<file path="config.mk">
export PLATFORM = sky130hd
export DESIGN_NAME = count_seq_ctrl
export DESIGN_NICKNAME = d
export VERILOG_FILES = /design/src/rtl/count_seq_pkg.sv /design/src/rtl/count_seq_rr_arb.sv /design/src/rtl/count_seq_ctrl.sv
export SDC_FILE = /design/constraint.sdc
export NUM_CORES = 1
export LEC_CHECK = 0
export ABC_AREA = 0
export CORE_MARGIN = 5
export CORE_UTILIZATION = 42
export CTS_CLUSTER_DIAMETER = 40
export DETAILED_ROUTE_END_ITERATION = 10
export PLACE_DENSITY = 0.8
export SYNTH_ARGS = -nofsm -noshare
export SYNTH_HDL_FRONTEND = slang
export SYNTH_HIERARCHICAL = 1
export SYNTH_SLANG_ARGS = --single-unit
</file>
<file path="constraint.sdc">
create_clock -name clk -period 2.35 [get_ports clk]
set_input_delay 0.47 -clock clk [delete_from_list [all_inputs] [get_ports clk]]
set_output_delay 0.47 -clock clk [all_outputs]
set_load 0.005 [all_outputs]
</file>
<file path="src/rtl/count_seq_pkg.sv">
// count_seq_pkg: shared op/state encodings and mod-13 counter constants for the counter sequencer
package count_seq_pkg;
    typedef enum logic [1:0] {OP_CLEAR = 2'b00, OP_LOAD = 2'b01, OP_UP = 2'b10, OP_DOWN = 2'b11} op_e;
    typedef enum logic [1:0] {S_IDLE, S_EXEC, S_DONE} state_e;
    localparam int CNT_MOD = 13;
    localparam logic [3:0] CNT_MAX = 4'(CNT_MOD - 1);
    function automatic logic [3:0] cnt_step(input logic [3:0] v, input logic up);
        return up ? ((v == CNT_MAX) ? 4'd0 : v + 4'd1) : ((v == 4'd0) ? CNT_MAX : v - 4'd1);
    endfunction
endpackage

</file>
<file path="src/rtl/count_seq_rr_arb.sv">
// count_seq_rr_arb: round-robin arbiter; search starts one past the last grant and wraps at NUM_REQ
module count_seq_rr_arb #(
    parameter int NUM_REQ = 2,
    parameter int IW = $clog2(NUM_REQ)
) (
    input  logic               clk,
    input  logic               rst,
    input  logic [NUM_REQ-1:0] req,
    input  logic               adv,
    output logic [NUM_REQ-1:0] gnt,
    output logic [IW-1:0]      gnt_idx
);
    typedef logic [IW:0] wide_t;
    typedef logic [IW-1:0] idx_t;
    idx_t last_d, last_q;
    wide_t k;
    logic found;
    // first requesting index after last_q wins; pointer moves only on an accepted grant
    always_comb begin
        gnt = '0;
        gnt_idx = '0;
        found = 1'b0;
        k = '0;
        for (int i = 1; i <= NUM_REQ; i++) begin
            k = wide_t'({1'b0, last_q}) + wide_t'(i);
            k = (k >= wide_t'(NUM_REQ)) ? k - wide_t'(NUM_REQ) : k;
            if (!found && req[k[IW-1:0]]) begin
                found = 1'b1;
                gnt[k[IW-1:0]] = 1'b1;
                gnt_idx = k[IW-1:0];
            end
        end
        last_d = adv ? gnt_idx : last_q;
    end
    // last grant starts at NUM_REQ-1 so requester 0 has first priority
    always_ff @(posedge clk or negedge rst)
        if (!rst) last_q <= idx_t'(NUM_REQ - 1);
        else last_q <= last_d;
endmodule

</file>
<file path="src/rtl/count_seq_ctrl.sv">
// count_seq_ctrl: round-robin command sequencer driving a mod-13 up/down counter.
// Define COUNT_SEQ_CHECK_EN to build the shadow-counter checker behind chk_err.
module count_seq_ctrl
    import count_seq_pkg::*;
#(
    parameter int NUM_REQ = 2,
    parameter int LEN_W = 4,
    parameter int IW = $clog2(NUM_REQ)
) (
    input  logic                     clk,
    input  logic                     rst,
    input  logic [NUM_REQ-1:0]       cmd_valid,
    output logic [NUM_REQ-1:0]       cmd_ready,
    input  logic [NUM_REQ*2-1:0]     cmd_op,
    input  logic [NUM_REQ*4-1:0]     cmd_data,
    input  logic [NUM_REQ*LEN_W-1:0] cmd_len,
    output logic                     rsp_valid,
    output logic [IW-1:0]            rsp_id,
    output logic [3:0]               rsp_count,
    output logic                     rsp_err,
    output logic                     cnt_rst,
    output logic                     cnt_mode,
    output logic                     cnt_load,
    output logic [3:0]               cnt_data_in,
    input  logic [3:0]               cnt_count,
    output logic                     chk_err
);
    state_e state_d, state_q;
    op_e op_d, op_q;
    logic [3:0] data_d, data_q;
    logic [LEN_W-1:0] len_d, len_q;
    logic [IW-1:0] id_d, id_q, gnt_idx;
    logic [NUM_REQ-1:0] req, gnt;
    logic hs, hold, bad_load;

    assign req = (state_q == S_IDLE) ? cmd_valid : '0;
    assign cmd_ready = rst ? gnt : '0;
    assign hs = |cmd_ready;

    count_seq_rr_arb #(.NUM_REQ(NUM_REQ), .IW(IW)) u_arb (
        .clk(clk), .rst(rst), .req(req), .adv(hs), .gnt(gnt), .gnt_idx(gnt_idx)
    );

    // latch the winning command, count down the run length and sequence IDLE/EXEC/DONE
    always_comb begin
        bad_load = op_q == OP_LOAD && data_q > CNT_MAX;
        state_d = state_q;
        op_d = op_q;
        data_d = data_q;
        len_d = len_q;
        id_d = id_q;
        if (state_q == S_IDLE && hs) begin
            op_d = op_e'(cmd_op[gnt_idx*2 +: 2]);
            data_d = cmd_data[gnt_idx*4 +: 4];
            len_d = cmd_len[gnt_idx*LEN_W +: LEN_W];
            id_d = gnt_idx;
            state_d = (op_d[1] && len_d == '0) ? S_DONE : S_EXEC;
        end else if (state_q == S_EXEC) begin
            len_d = len_q - 1'b1;
            state_d = (!op_q[1] || len_q == LEN_W'(1)) ? S_DONE : S_EXEC;
        end else if (state_q == S_DONE) begin
            state_d = S_IDLE;
        end
    end

    // counter controls decoded from state and latched command; outside EXEC the counter reloads itself
    always_comb begin
        hold = state_q != S_EXEC || bad_load;
        cnt_rst = !rst || (state_q == S_EXEC && op_q == OP_CLEAR);
        cnt_load = rst && (hold || op_q == OP_LOAD);
        cnt_mode = !(rst && state_q == S_EXEC && op_q == OP_DOWN);
        cnt_data_in = !rst ? 4'd0 : hold ? cnt_count : (op_q == OP_LOAD) ? data_q : 4'd0;
        rsp_valid = rst && state_q == S_DONE;
        rsp_id = rsp_valid ? id_q : '0;
        rsp_count = rsp_valid ? cnt_count : 4'd0;
        rsp_err = rsp_valid && bad_load;
    end

    // sequencer state and latched command
    always_ff @(posedge clk or negedge rst)
        if (!rst) begin
            state_q <= S_IDLE;
            op_q <= OP_CLEAR;
            data_q <= '0;
            len_q <= '0;
            id_q <= '0;
        end else begin
            state_q <= state_d;
            op_q <= op_d;
            data_q <= data_d;
            len_q <= len_d;
            id_q <= id_d;
        end

`ifdef COUNT_SEQ_CHECK_EN
    logic [3:0] shadow_d, shadow_q;
    logic chk_d, chk_q;
    // mirror every drive into a mod-13 shadow and flag any divergence from the real counter
    always_comb begin
        shadow_d = cnt_rst ? 4'd0 : hold ? shadow_q : cnt_load ? cnt_data_in : cnt_step(shadow_q, cnt_mode);
        chk_d = chk_q || shadow_q != cnt_count;
    end
    // shadow value and sticky mismatch flag
    always_ff @(posedge clk or negedge rst)
        if (!rst) begin
            shadow_q <= '0;
            chk_q <= 1'b0;
        end else begin
            shadow_q <= shadow_d;
            chk_q <= chk_d;
        end
    assign chk_err = chk_q;
`else
    assign chk_err = 1'b0;
`endif
endmodule

</file>
=== Word-level counts from Yosys, hierarchy flattened ===
Cells that the tools add are included.

* Flip-flop bits (word level): 14
* Input port bits: 28
* Output and inout bits: 17
* Logic and storage cells: 83

* Mux-type cells: 29
* Reduce and logical (&&, ||, !) cells: 26
* Add/sub/neg operators: 5
* Bitwise gates (word level): 1
* Equal/unequal tests: 6
* Magnitude comparators: 7
* Shift operators: 3

{| class="wikitable"
|+ Operators with widths
! cell !! count
|-
| $mux 4 || 6
|-
| $mux 2 || 9
|-
| $shiftx 8x4->4 || 2
|-
| $logic_and 1x1->1 || 12
|-
| $mux 1 || 12
|-
| $eq 2x1->1 const B || 2
|-
| $eq 2x2->1 const B || 2
|-
| $eq 4x1->1 const B || 1
|-
| $ge 2x2->1 const B || 2
|-
| $gt 4x4->1 const B || 1
|-
| $logic_not 1->1 || 4
|-
| $logic_not 2->1 || 2
|-
| $logic_not 4->1 || 1
|-
| $logic_or 1x1->1 || 4
|-
| $lt 1x2->1 const B || 2
|-
| $shiftx 4x3->2 || 1
|-
| $sub 4x1->4 const B || 1
|-
| $reduce_bool 3->1 || 1
|-
| $add 1x1->2 const B || 1
|-
| $add 1x2->2 const B || 1
|-
| $demux 1 s1 || 2
|-
| $ge 1x1->1 const B || 2
|-
| $ne 2x1->1 const B || 1
|-
| $or 2x2->2 || 1
|-
| other kinds (3) || 4
|}

=== Logic depth before layout (Yosys ltp) ===
Gate-level depths: netlist of the first run.

* Depth in word-level cells: 14
* Depth in mapped cells: 7
* Mapped depth without buffers: 7

=== Modules after synthesis ===
Netlist of the first run, hierarchy kept.

{| class="wikitable"
|+ By module, submodules not included
! module !! cells each !! area each (um^2) !! sequential area each (um^2) !! times used
|-
| count_seq_ctrl || 108 || 978.4 || 325.3 || 1
|-
| count_seq_rr_arb || 6 || 71.3 || 26.3 || 1
|}

=== Worst setup path before layout of the first run ===
Ideal clock, no wire load.

* Path kind: register to register
* From: register state_q[0]
* To: register id_q
* Period minus slack after synthesis: 1.762 ns
* Path buffers: 0
* Arrival: 1.635 ns
* Data required time: 2.222 ns
* Cell stages (with the launch flop): 8
* Setup time: 0.128 ns
* Setup slack: 0.588 ns
* Cells stage by stage: dfrtp_1 -> nor2_1 -> and2_1 -> a21boi_0 -> o21ai_1 -> inv_1 -> nand2_1 -> mux2_1

* Cells in the longest elaborated chain, start to end: 11
* Elaborated cells between the ends (all ways): 17
* Classes of those cells: mux (11); bitwise (1); reduce/logical (5)

{| class="wikitable"
|+ Ends and longest elaborated chain
! element !! RTL line !! text
|-
| from (decl) || count_seq_ctrl.sv:28 || <nowiki>state_e state_d, state_q;</nowiki>
|-
| from (signal assigned) || count_seq_ctrl.sv:88 || <nowiki>state_q <= state_d;</nowiki>
|-
| $logic_not 2->1 * || count_seq_ctrl.sv:36 || <nowiki>assign req = (state_q == S_IDLE) ? cmd_valid : '0;</nowiki>
|-
| $mux 2 * || count_seq_ctrl.sv:36 ||
|-
| via req[0] || count_seq_ctrl.sv:33 || <nowiki>logic [NUM_REQ-1:0] req, gnt;</nowiki>
|-
| $mux 1 (not written as such) (2 in series) || count_seq_rr_arb.sv:27 || <nowiki>if (!found && req[k[IW-1:0]]) begin</nowiki>
|-
| $mux 1 || count_seq_rr_arb.sv:27 ||
|-
| $logic_not 1->1 || count_seq_rr_arb.sv:27 ||
|-
| $logic_and 1x1->1 || count_seq_rr_arb.sv:27 ||
|-
| $mux 2 * || count_seq_rr_arb.sv:27 ||
|-
| via gnt[0] || count_seq_ctrl.sv:33 ||
|-
| $mux 2 * || count_seq_ctrl.sv:37 || <nowiki>assign cmd_ready = rst ? gnt : '0;</nowiki>
|-
| $reduce_or 2->1 * || count_seq_ctrl.sv:38 || <nowiki>assign hs = |cmd_ready;</nowiki>
|-
| via hs || count_seq_ctrl.sv:34 || <nowiki>logic hs, hold, bad_load;</nowiki>
|-
| $logic_and 1x1->1 * || count_seq_ctrl.sv:52 || <nowiki>if (state_q == S_IDLE && hs) begin</nowiki>
|-
| to (signal assigned) || count_seq_ctrl.sv:92 || <nowiki>id_q <= id_d;</nowiki>
|-
| to (decl) || count_seq_ctrl.sv:32 || <nowiki>logic [IW-1:0] id_d, id_q, gnt_idx;</nowiki>
|}

The timed path passes the listed nets; every way through them passes the cells marked *. The select of a mux whose other input is x is not followed.
A chain may end at the register's enable or synchronous reset.

=== Final worst setup path of the first run ===
* From: register data_q[0]
* To: output cnt_data_in[3]

* Cells in the longest elaborated chain, start to end: 5

{| class="wikitable"
|+ Ends and longest elaborated chain
! element !! RTL line !! text
|-
| from (decl) || count_seq_ctrl.sv:30 || <nowiki>logic [3:0] data_d, data_q;</nowiki>
|-
| from (signal assigned) || count_seq_ctrl.sv:90 || <nowiki>data_q <= data_d;</nowiki>
|-
| $gt 4x4->1 || count_seq_ctrl.sv:46 || <nowiki>bad_load = op_q == OP_LOAD && data_q > CNT_MAX;</nowiki>
|-
| $logic_and 1x1->1 || count_seq_ctrl.sv:46 ||
|-
| $logic_or 1x1->1 || count_seq_ctrl.sv:68 || <nowiki>hold = state_q != S_EXEC || bad_load;</nowiki>
|-
| $mux 4 (2 in series) || count_seq_ctrl.sv:72 || <nowiki>cnt_data_in = !rst ? 4'd0 : hold ? cnt_count : (op_q == OP_LOAD) ? data_q : 4'd0;</nowiki>
|-
| to (decl) || count_seq_ctrl.sv:24 || <nowiki>output logic [3:0] cnt_data_in,</nowiki>
|}

No other way between the ends.

==> results of run 1 <==
[cell families after synthesis]
kind of cell / Yosys count
AO/OA/AOI/OAI: 35
adder cells (fa/ha/maj): 2
buffers and inverters: 13
AND/OR/NAND/NOR: 35
multiplexers: 14
other: 1
flip-flops: 14
[worst max-delay path: stages, from the launching register on]
cell,delay [ns]
sky130_fd_sc_hd__dfrtp_1,0.40
sky130_fd_sc_hd__o21a_1,0.24
sky130_fd_sc_hd__a31oi_4,0.19
sky130_fd_sc_hd__o221a_2,0.22
sky130_fd_sc_hd__clkdlybuf4s50_1,0.49
[sequential cells by signal (all words and copies together), names as in the netlist]
signal / cells
data_q: 4
id_q: 1
len_q: 4
op_q: 2
state_q: 2
u_arb/last_q: 1
[where the power goes]
part | leakage [nW] | switching, mW | internal [mW]
Combinational | 0.621 | 0.447 | 0.547
Clock | 0.0210 | 0.0763 | 0.0943
Sequential | 0.169 | 0.126 | 0.363
[metal layers]
metal  track usage  part of all wire  vias to the layer above
met2         0.327              0.51                       36
met4        0.0696             0.022                        0
met1         0.201              0.39                      543
li1              -                 -                      554
met3        0.0626             0.076                       10
met5             0                 0                        -
[synthesized netlist by cell type (2+ instances only)]
master,n,area share
sky130_fd_sc_hd__o21a_1,2,0.014
sky130_fd_sc_hd__dfrtp_1,13,0.31
sky130_fd_sc_hd__o21ai_0,13,0.062
sky130_fd_sc_hd__and2_1,10,0.060
sky130_fd_sc_hd__mux2i_1,11,0.10
sky130_fd_sc_hd__nand3_1,4,0.019
sky130_fd_sc_hd__buf_2,2,0.0095
sky130_fd_sc_hd__a21boi_0,2,0.014
sky130_fd_sc_hd__o32a_1,2,0.019
sky130_fd_sc_hd__inv_1,7,0.025
sky130_fd_sc_hd__o31ai_1,4,0.029
sky130_fd_sc_hd__nor2_1,5,0.018
sky130_fd_sc_hd__nand2_1,5,0.018
sky130_fd_sc_hd__buf_4,2,0.014
sky130_fd_sc_hd__ha_1,2,0.024
[per-stage QoR]
step / instance area [sq um] / power, mW / instances / setup slack, ns / utilization
2_1_floorplan: 1050 / 0.973 / 114 / 0.588 / -
3_3_place_gp: 1580 / 1.25 / 195 / -0.0385 / 0.651
3_5_place_dp: 1580 / 1.29 / 195 / -0.138 / 0.651
4_1_cts: 1660 / 1.54 / 201 / -0.00100 / 0.683
5_1_grt: 1750 / 1.78 / 208 / -0.0147 / 0.718
6_report: 1750 / 1.65 / 208 / 0.0503 / 0.718
[timing repair]
action	4_1_cts	5_1_grt
resized for setup	13	9
endpoints found under the setup margin	12	7
gates cloned	0	0
buffers inserted	2	7
hold buffers	0	0
endpoints found under the hold margin	0	0
pin swaps	2	1
[worst paths after layout]
path                                 start        endpoint  slack [ns]  cells after the start
worst max-delay path             data_q[0]  cnt_data_in[3]        0.05                      4
worst min-delay path                   rst      state_q[1]        0.43                      3
worst max register to register  state_q[0]            id_q        0.32                      9
worst min register to register        id_q            id_q        0.49                      1
max in group asynchronous              rst         op_q[0]        1.71                      4
min in group clk                      id_q            id_q        0.49                      1
[cell type report]
cell class                 instances  area, sq um
clock buffer                       4         36.3
inverter                           7         26.3
sequential                        14          354
fill                             166          686
multi-input combinational         87          681
tap                               30         37.5
timing repair buffer              66          612
==> impl_summary.txt, run 1 <==
----------------------------------------------------
[Timing]
  Setup TNS after final layout ... 0 ns
  Maximum operating frequency ... 435 MHz
  Count of final setup violators ... 0
  Skew final ... 0.00666 ns
  Worst hold slack after final layout ... between 0.4 and 0.5 ns
  Final-report hold violation count ... 0
  Final min period ... 2.30 ns
  Max-slew violations ... 0
  Portion of the clock cycle consumed by the worst path in the final layout ... 0.979

[Job]
  Maxcap violations ... 0

[Synth]
  Register area share after synthesis ... 0.335
  Syn Std Cell Area ... ~1000 sq um
  Compound-cell area share of the yosys netlist ... 0.244
  Main combinational cell family by area after synthesis ... compound AO/OA/AOI/OAI gates
  FFs w/ async S/R, synth ... 1.00
  Distinct cell type count of the synthesized netlist ... 45
  Synthesized Nets ... between 100 and 150
  EDFF count, synth ... 0
  Simple-gate share of the synthesized area ... 0.190
  Number of warnings reported in the yosys synthesis log ... 6
  Adder and majority cell fraction of the synthesized area ... 0.0238
  Top flip-flop cell by instance count after synthesis ... sky130_fd_sc_hd__dfrtp_1
  Mux cell area share after synthesis ... 0.141
  Flop and latch count out of synthesis ... 14
  Mean Syn Cell Area ... 9.21 sq um
  Number of instances in the synthesized netlist ... between 100 and 150
  Parity-gate share of the synthesized area counting xor and xnor cells ... 0

[Cells and area]
  Commonest non-fill, non-tap cell in the layout ... sky130_fd_sc_hd__clkdlybuf4s50_1
  Synth-to-layout area growth ... 66.4%
  # nets final ... about 210
  Count of inserted antenna diode cells ... 0
  Commonest cells after routing, fill and taps aside ... sky130_fd_sc_hd__clkdlybuf4s50_1, sky130_fd_sc_hd__buf_4, sky130_fd_sc_hd__o21ai_0
  Fraction of layout instances using a drive strength above 1 ... 0.242

[Clocking]
  Clock latency reported for the late side of the worst-skew pair ... 0.28 ns
  Root cell of the clock tree ... sky130_fd_sc_hd__clkbuf_4
  Number of levels in the clock H-tree ... 1
  Clock sink total ... 14
  Clock buffer count from CTS ... 3
  Buffers from clock root to sink, at most ... 2
  Clk slew on worst S/H paths ... ~0.080 ns
  Clock tree from TritonCTS ... yes

[Detailed routing]
  Drt drc ... 0
  Initial detailed-routing violation count ... 26
  Vias after detailed routing ... approximately 1100
  Total Routed Length ... 3300 um
  Routed Antenna Nets ... 0
  Routed wire per std cell ... 15.8 um
  First-pass detailed-route iteration total ... 4
  Post-detailed-route via-to-cell ratio ... roughly 5.5

[Floorplan]
  Total I/O pin count ... 45
  Die width ... 60.0 um
  Initial core utilization ... 0.432
  Y dimension of the die ... ~60 um
  Row cnt ... 18
  Area of the core region ... 2430 sq um
  Full die area ... about 3600 sq um

[Placement]
  Detailed placement HPWL ... about 2500 um
  GP Congestion ... 0.835
  Count of port buffers added during placement ... 43

[Critical path]
  Setup crit end kind ... primary output
  Required time at the worst-slack endpoint ... 1.88 ns
  Critical path class ... reg -> out
  Arrival @ worst endpoint ... 1.83 ns
  Launching element type of the critical path ... register
  Peak fanout along the critical path ... 4

[Status]
  Result of the run ... finished, final reports clean

[Global route]
  Number of global-route vias before repair ... 1114
  Global-route usage over all layers ... 0.185
  Antenna violations before repair ... 0
  First-pass GRT wire length ... 4990 um
  Global route overflow ... 0
  Maximum number of pins on one net before global-route repair ... 12

[Pwr]
  Power density normalized to cell area ... 947 nW/um^2
  Peak supply drop ... 0.000681 V
  Leak Pwr ... 0.812 nW

[Worst hold path]
  Path class of the lowest-slack min-delay path ... in -> async

----------------------------------------------------
(Power assumes the default switching activity.)
==> inputs of run 2 (changes only) <==
CELL_PAD_IN_SITES_DETAIL_PLACEMENT = 1   (was not set)
CELL_PAD_IN_SITES_GLOBAL_PLACEMENT = 1   (was not set)
CORE_UTILIZATION = 30   (was 42)
MAX_ROUTING_LAYER = met4   (was not set)
PLACE_DENSITY = not set   (was 0.8)
PLACE_DENSITY_LB_ADDON = 0.1   (was not set)
==> impl_summary.txt, run 2 (synthesis gave the netlist of run 1 again) <==
----------------------------------------------------
[Timing]
  Final min period ... 2.26 ns
  Max-slew violations ... 0
  Worst hold slack after final layout ... 0.279 ns
  Final Worst Setup Slack ... 0.0927 ns
  Final-report hold violation count ... 0
  Skew final ... 0.00308 ns
  Maximum operating frequency ... between 400 and 500 MHz
  Portion of the clock cycle consumed by the worst path in the final layout ... 0.961
  Count of final setup violators ... 0
  Setup TNS after final layout ... 0 ns

[Cells and area]
  Cell area after layout ... 1800 sq um
  Synth-to-layout area growth ... 71.0%
  Filler-free cell count of the finished design ... 225
  Fraction of layout instances using a drive strength above 1 ... 0.251
  Count of inserted antenna diode cells ... 0
  Largest registers in the final layout ... data_q x4, len_q x4
  Finished Core Util ... 0.534
  # nets final ... 210
  Commonest non-fill, non-tap cell in the layout ... sky130_fd_sc_hd__clkdlybuf4s50_1
  Commonest cells after routing, fill and taps aside ... sky130_fd_sc_hd__clkdlybuf4s50_1, sky130_fd_sc_hd__buf_4, sky130_fd_sc_hd__o21ai_0

[Floorplan]
  Total I/O pin count ... 45
  Area of the core region ... 3360 sq um
  Die width ... 69.2 um
  Row cnt ... 21
  Initial core utilization ... 0.312
  Y dimension of the die ... 69.2 um
  Full die area ... between 4000 and 5000 sq um

[Critical path]
  Arrival @ worst endpoint ... 1.79 ns
  Required time at the worst-slack endpoint ... 1.88 ns
  Number of cells on the worst reg-to-reg path ... 9
  Peak fanout along the critical path ... 5
  Critical path class ... reg -> out
  Worst reg2reg setup slack ... 0.34 ns
  Setup crit end kind ... primary output
  Launching element type of the critical path ... register

[Detailed routing]
  Initial detailed-routing violation count ... 34
  Routed wire per std cell ... 16.1 um
  Routed Antenna Nets ... 0
  Drt drc ... 0
  First-pass detailed-route iteration total ... 4
  Total Routed Length ... about 3600 um
  Vias after detailed routing ... 1117
  Post-detailed-route via-to-cell ratio ... 4.96

[Status]
  Result of the run ... finished, final reports clean

[Placement]
  Setup Slack @ Placement ... -0.137 ns
  Count of port buffers added during placement ... 43
  Detailed placement HPWL ... approximately 2800 um
  Post-place instance area ... 1610 sq um
  Placed Instances ... 210
  GP Congestion ... around 0.79

[Global route]
  GR met2 Demand/Resource ... 0.264
  Antenna violations before repair ... 0
  Global route overflow ... 0
  Maximum number of pins on one net before global-route repair ... 13
  First-pass GRT wire length ... slightly below 6000 um
  Global-route usage over all layers ... 0.151
  Number of global-route vias before repair ... 1169
  Grt peak-use layer ... met2
  Met3 routing resource usage after global routing ... 0.0349
  Met1 track utilization from global routing ... 0.171

[Clocking]
  Clock latency reported for the late side of the worst-skew pair ... 0.28 ns
  Clock tree from TritonCTS ... yes
  Buffers from clock root to sink, at most ... 2
  CTS hold repair buffers ... 0
  Clock sink total ... 14
  Clock buffer count from CTS ... 3
  Root cell of the clock tree ... sky130_fd_sc_hd__clkbuf_4
  Clk slew on worst S/H paths ... ~0.080 ns
  Number of levels in the clock H-tree ... 1

[Pwr]
  Leak Pwr ... roughly 0.84 nW
  Pwr Total ... 1.70 mW
  Peak supply drop ... 0.000553 V
  Power density normalized to cell area ... 946 nW/um^2

[Job]
  Maxcap violations ... 0

[Worst hold path]
  Path class of the lowest-slack min-delay path ... in -> async

----------------------------------------------------
==> run 2: critical path, cell delays in order, from the launching register on <==
cell	delay [ns]
sky130_fd_sc_hd__dfrtp_2	0.45
sky130_fd_sc_hd__nor2b_4	0.22
sky130_fd_sc_hd__and2_1	0.18
sky130_fd_sc_hd__and3_1	0.15
sky130_fd_sc_hd__clkdlybuf4s50_1	0.50
==> run 2: routing by layer <==
metal / up-vias / wire [um]
met3: 6 / 142
met1: 533 / 1550
met4: 0 / 56
li1: 549 / -
met5: - / 0
met2: 29 / 1870
==> run 2: layout make-up <==
cell class / instances / area [sq um]
fill: 398 / 1570
multi-input combinational: 87 / 681
timing repair buffer: 67 / 639
sequential: 14 / 355
tap: 46 / 57.6
clock buffer: 4 / 36.3
inverter: 7 / 26.3
==> run 2: final timing paths <==
check	startpoint	endpoint
min in group clk	id_q	id_q
worst max register to register	state_q[0]	len_q[3]
max in group asynchronous	rst	u_arb/last_q
worst max-delay path	op_q[1]	rsp_err
worst min register to register	id_q	id_q
worst min-delay path	rst	op_q[0]
==> run 2: where the power goes <==
group,switching (mW),leakage (nW),internal [mW]
clock,0.0756,0.0210,0.0942
sequential,0.130,0.168,0.364
combinational,0.473,0.646,0.561
==> run 2: timing repair <==
| item | CTS | global route |
|---|---|---|
| endpoints found under the setup margin | 13 | 8 |
| setup buffers | 3 | 8 |
| gates resized for setup | 12 | 12 |
| pin swaps | 1 | 2 |
==> RTL change, RTL diff (settings of run 1) <==
Encoding of `state_e`: now one-hot (3 bits for 3 states).
--- a/src/rtl/count_seq_pkg.sv
+++ b/src/rtl/count_seq_pkg.sv
@@ -1,7 +1,7 @@
 // count_seq_pkg: shared op/state encodings and mod-13 counter constants for the counter sequencer
 package count_seq_pkg;
     typedef enum logic [1:0] {OP_CLEAR = 2'b00, OP_LOAD = 2'b01, OP_UP = 2'b10, OP_DOWN = 2'b11} op_e;
-    typedef enum logic [1:0] {S_IDLE, S_EXEC, S_DONE} state_e;
+    typedef enum logic [2:0] {S_IDLE = 3'b001, S_EXEC = 3'b010, S_DONE = 3'b100} state_e;
     localparam int CNT_MOD = 13;
     localparam logic [3:0] CNT_MAX = 4'(CNT_MOD - 1);
     function automatic logic [3:0] cnt_step(input logic [3:0] v, input logic up);
Behaviour: no difference found for any inputs over 10 cycles, from zero or initial values and one cycle with rst low; not proved beyond that.
==> RTL change against run 1 <==
- the flow now finishes with violations (negative setup slack)
- largest power group unchanged
- setup slack got worse by 0.24 ns
- routed wire length grew 1.2%
- highest routed layer unchanged
- power down 5.3%
- sequential cell count rose by 1
- synthesized area is 9.4% higher
- die area is 7.8% higher
- count of clock-buffer cells in the layout fell by 1
- cell area rose by 4.3%
- clock power is 9% lower
==> RTL change: results (changes against run 1) <==
| Metric | Value |
|---|---|
| Sequential share of the synthesized area | `0.3290 (was 0.3349)` |
| Clock Skew | `0.002633 ns (was 0.006662 ns)` |
| Footprint of the multi-input gates | `723.2 um2 (was 680.7 um2)` |
| Placed cell count | `203 (was 195)` |
| DP Area | `1690 um2 (was 1583 um2)` |
| Largest net degree at the start of global routing | `17 (was 12)` |
| Mapped Nets | `150 (was 144)` |
| Power in combinational cells | `919 uW (was 994 uW)` |
| Failing checks | `negative setup slack` |
| # setup viols final | `2 (was 0)` |
| Largest registers | `data_q (4), len_q (4), state_q (3) (was data_q (4), len_q (4))` |
| Layout fillers | `207 (was 166)` |
| R2r startpoint | `state_q[0]$_DFFE_PN1P_ (was state_q[0]$_DFFE_PN0P_)` |
| WL/cell | `15.51 um (was 15.84 um)` |
| Cells after Synth | `120 (was 114)` |
| Syn-to-layout area delta | `58.61% (was 66.39%)` |
| Non-clock buffering overhead | `0.3489 (was 0.3503)` |
| Most common library cells after synthesis | `dfrtp_1 (13), o21ai_0 (12), mux2i_1 (11), and2_1 (10) (was dfrtp_1 (13), o21ai_0 (13), mux2i_1 (11), and2_1 (10), inv_1 (7))` |
| R2r endpoint | `len_q[1]$_DFFE_PN0P_ (was id_q$_DFFE_PN0P_)` |
| Hold Path Class | `flip-flop to flip-flop (was input pin to asynchronous set/reset pin)` |
| Final Power | `1.565 mW (was 1.653 mW)` |
| Setup ws final | `-0.1920 ns (was 0.05032 ns)` |
| Net switching power | `603.4 uW (was 649.4 uW)` |
| Total track usage | `0.1642 (was 0.1849)` |
| Routability congestion estimate | `0.7694 (was 0.8352)` |
| WP data arrival | `2.07 ns (was 1.83 ns)` |
| # resized after CTS | `14 (was 13)` |
| Ranking of synthesized cells by area | `dfrtp_1 (28%), mux2i_1 (9.6%), and2_1 (5.4%) (was dfrtp_1 (31%), mux2i_1 (10%), o21ai_0 (6.2%))` |
| Comb_multi_in | `92 (was 87)` |
| Setup WS pre-CTS | `-0.1084 ns (was -0.1378 ns)` |
| Sequential share of cell area | `0.2074 (was 0.2027)` |
| CTS sink count | `15 (was 14)` |
| FF-to-FF path depth | `5 (was 9)` |
| P_leak | `0.9098 nW (was 0.8115 nW)` |
| Global-route wire length before repair | `5257 um (was 4988 um)` |
| Status | `finished with violations (was finished clean)` |
| Reg2Reg Setup Slack | `0.23 ns (was 0.32 ns)` |
[RTL change: cells by family after synthesis]
| kind of cell | Yosys count | share of synthesized area |
|---|---|---|
| AND/OR/NAND/NOR | 40 | 0.2222 |
| other | 1 | 0.003265 |
| buffers and inverters | 13 | 0.06427 |
| XOR/XNOR | 1 | 0.007627 |
| adder cells (fa/ha/maj) | 2 | 0.02178 |
| flip-flops | 15 | 0.3290 |
| AO/OA/AOI/OAI | 32 | 0.2037 |
| multiplexers | 16 | 0.1481 |
[RTL change: per-layer routing]
metal | wire [um] | track usage | share of wire
met1 | 1332 | 0.1783 | 0.40
met2 | 1756 | 0.3044 | 0.53
met3 | 189 | 0.03784 | 0.057
met4 | 55 | 0.06101 | 0.016
met5 | 0 | 0 | 0
[RTL change: how the worst max path moves through the flow]
stage                            from          endpoint  cells after the start
3_3_place_gp                      rst           rsp_err                      4
5_1_grt        state_q[0]$_DFFE_PN1P_      cmd_ready[0]                      5
4_1_cts        state_q[0]$_DFFE_PN1P_      cmd_ready[1]                      5
6_report       state_q[0]$_DFFE_PN1P_      cmd_ready[0]                      5
2_1_floorplan  state_q[0]$_DFFE_PN1P_  id_q$_DFFE_PN0P_                      8
3_5_place_dp                      rst    cnt_data_in[2]                      5
[RTL change: worst max-delay path: cells and delay by family, from the launching register on]
| family | cells | cell delay, ns |
|---|---|---|
| DFF | 1 | 0.57 |
| buffers and inverters | 1 | 0.49 |
| AOI/OAI and AO/OA | 1 | 0.16 |
| and+or+nand+nor | 3 | 0.56 |
[RTL change: through the flow]
step,TNS (ns),hold WS [ns],utilization
after floorplan,0,0.1744,-
after global placement,-0.2534,0.4870,0.6293
after detailed placement,-0.7012,0.5197,0.6293
after CTS,-0.8476,0.5421,0.6544
after global routing,-0.4745,0.5621,0.6782
final,-0.2005,0.5405,0.6782
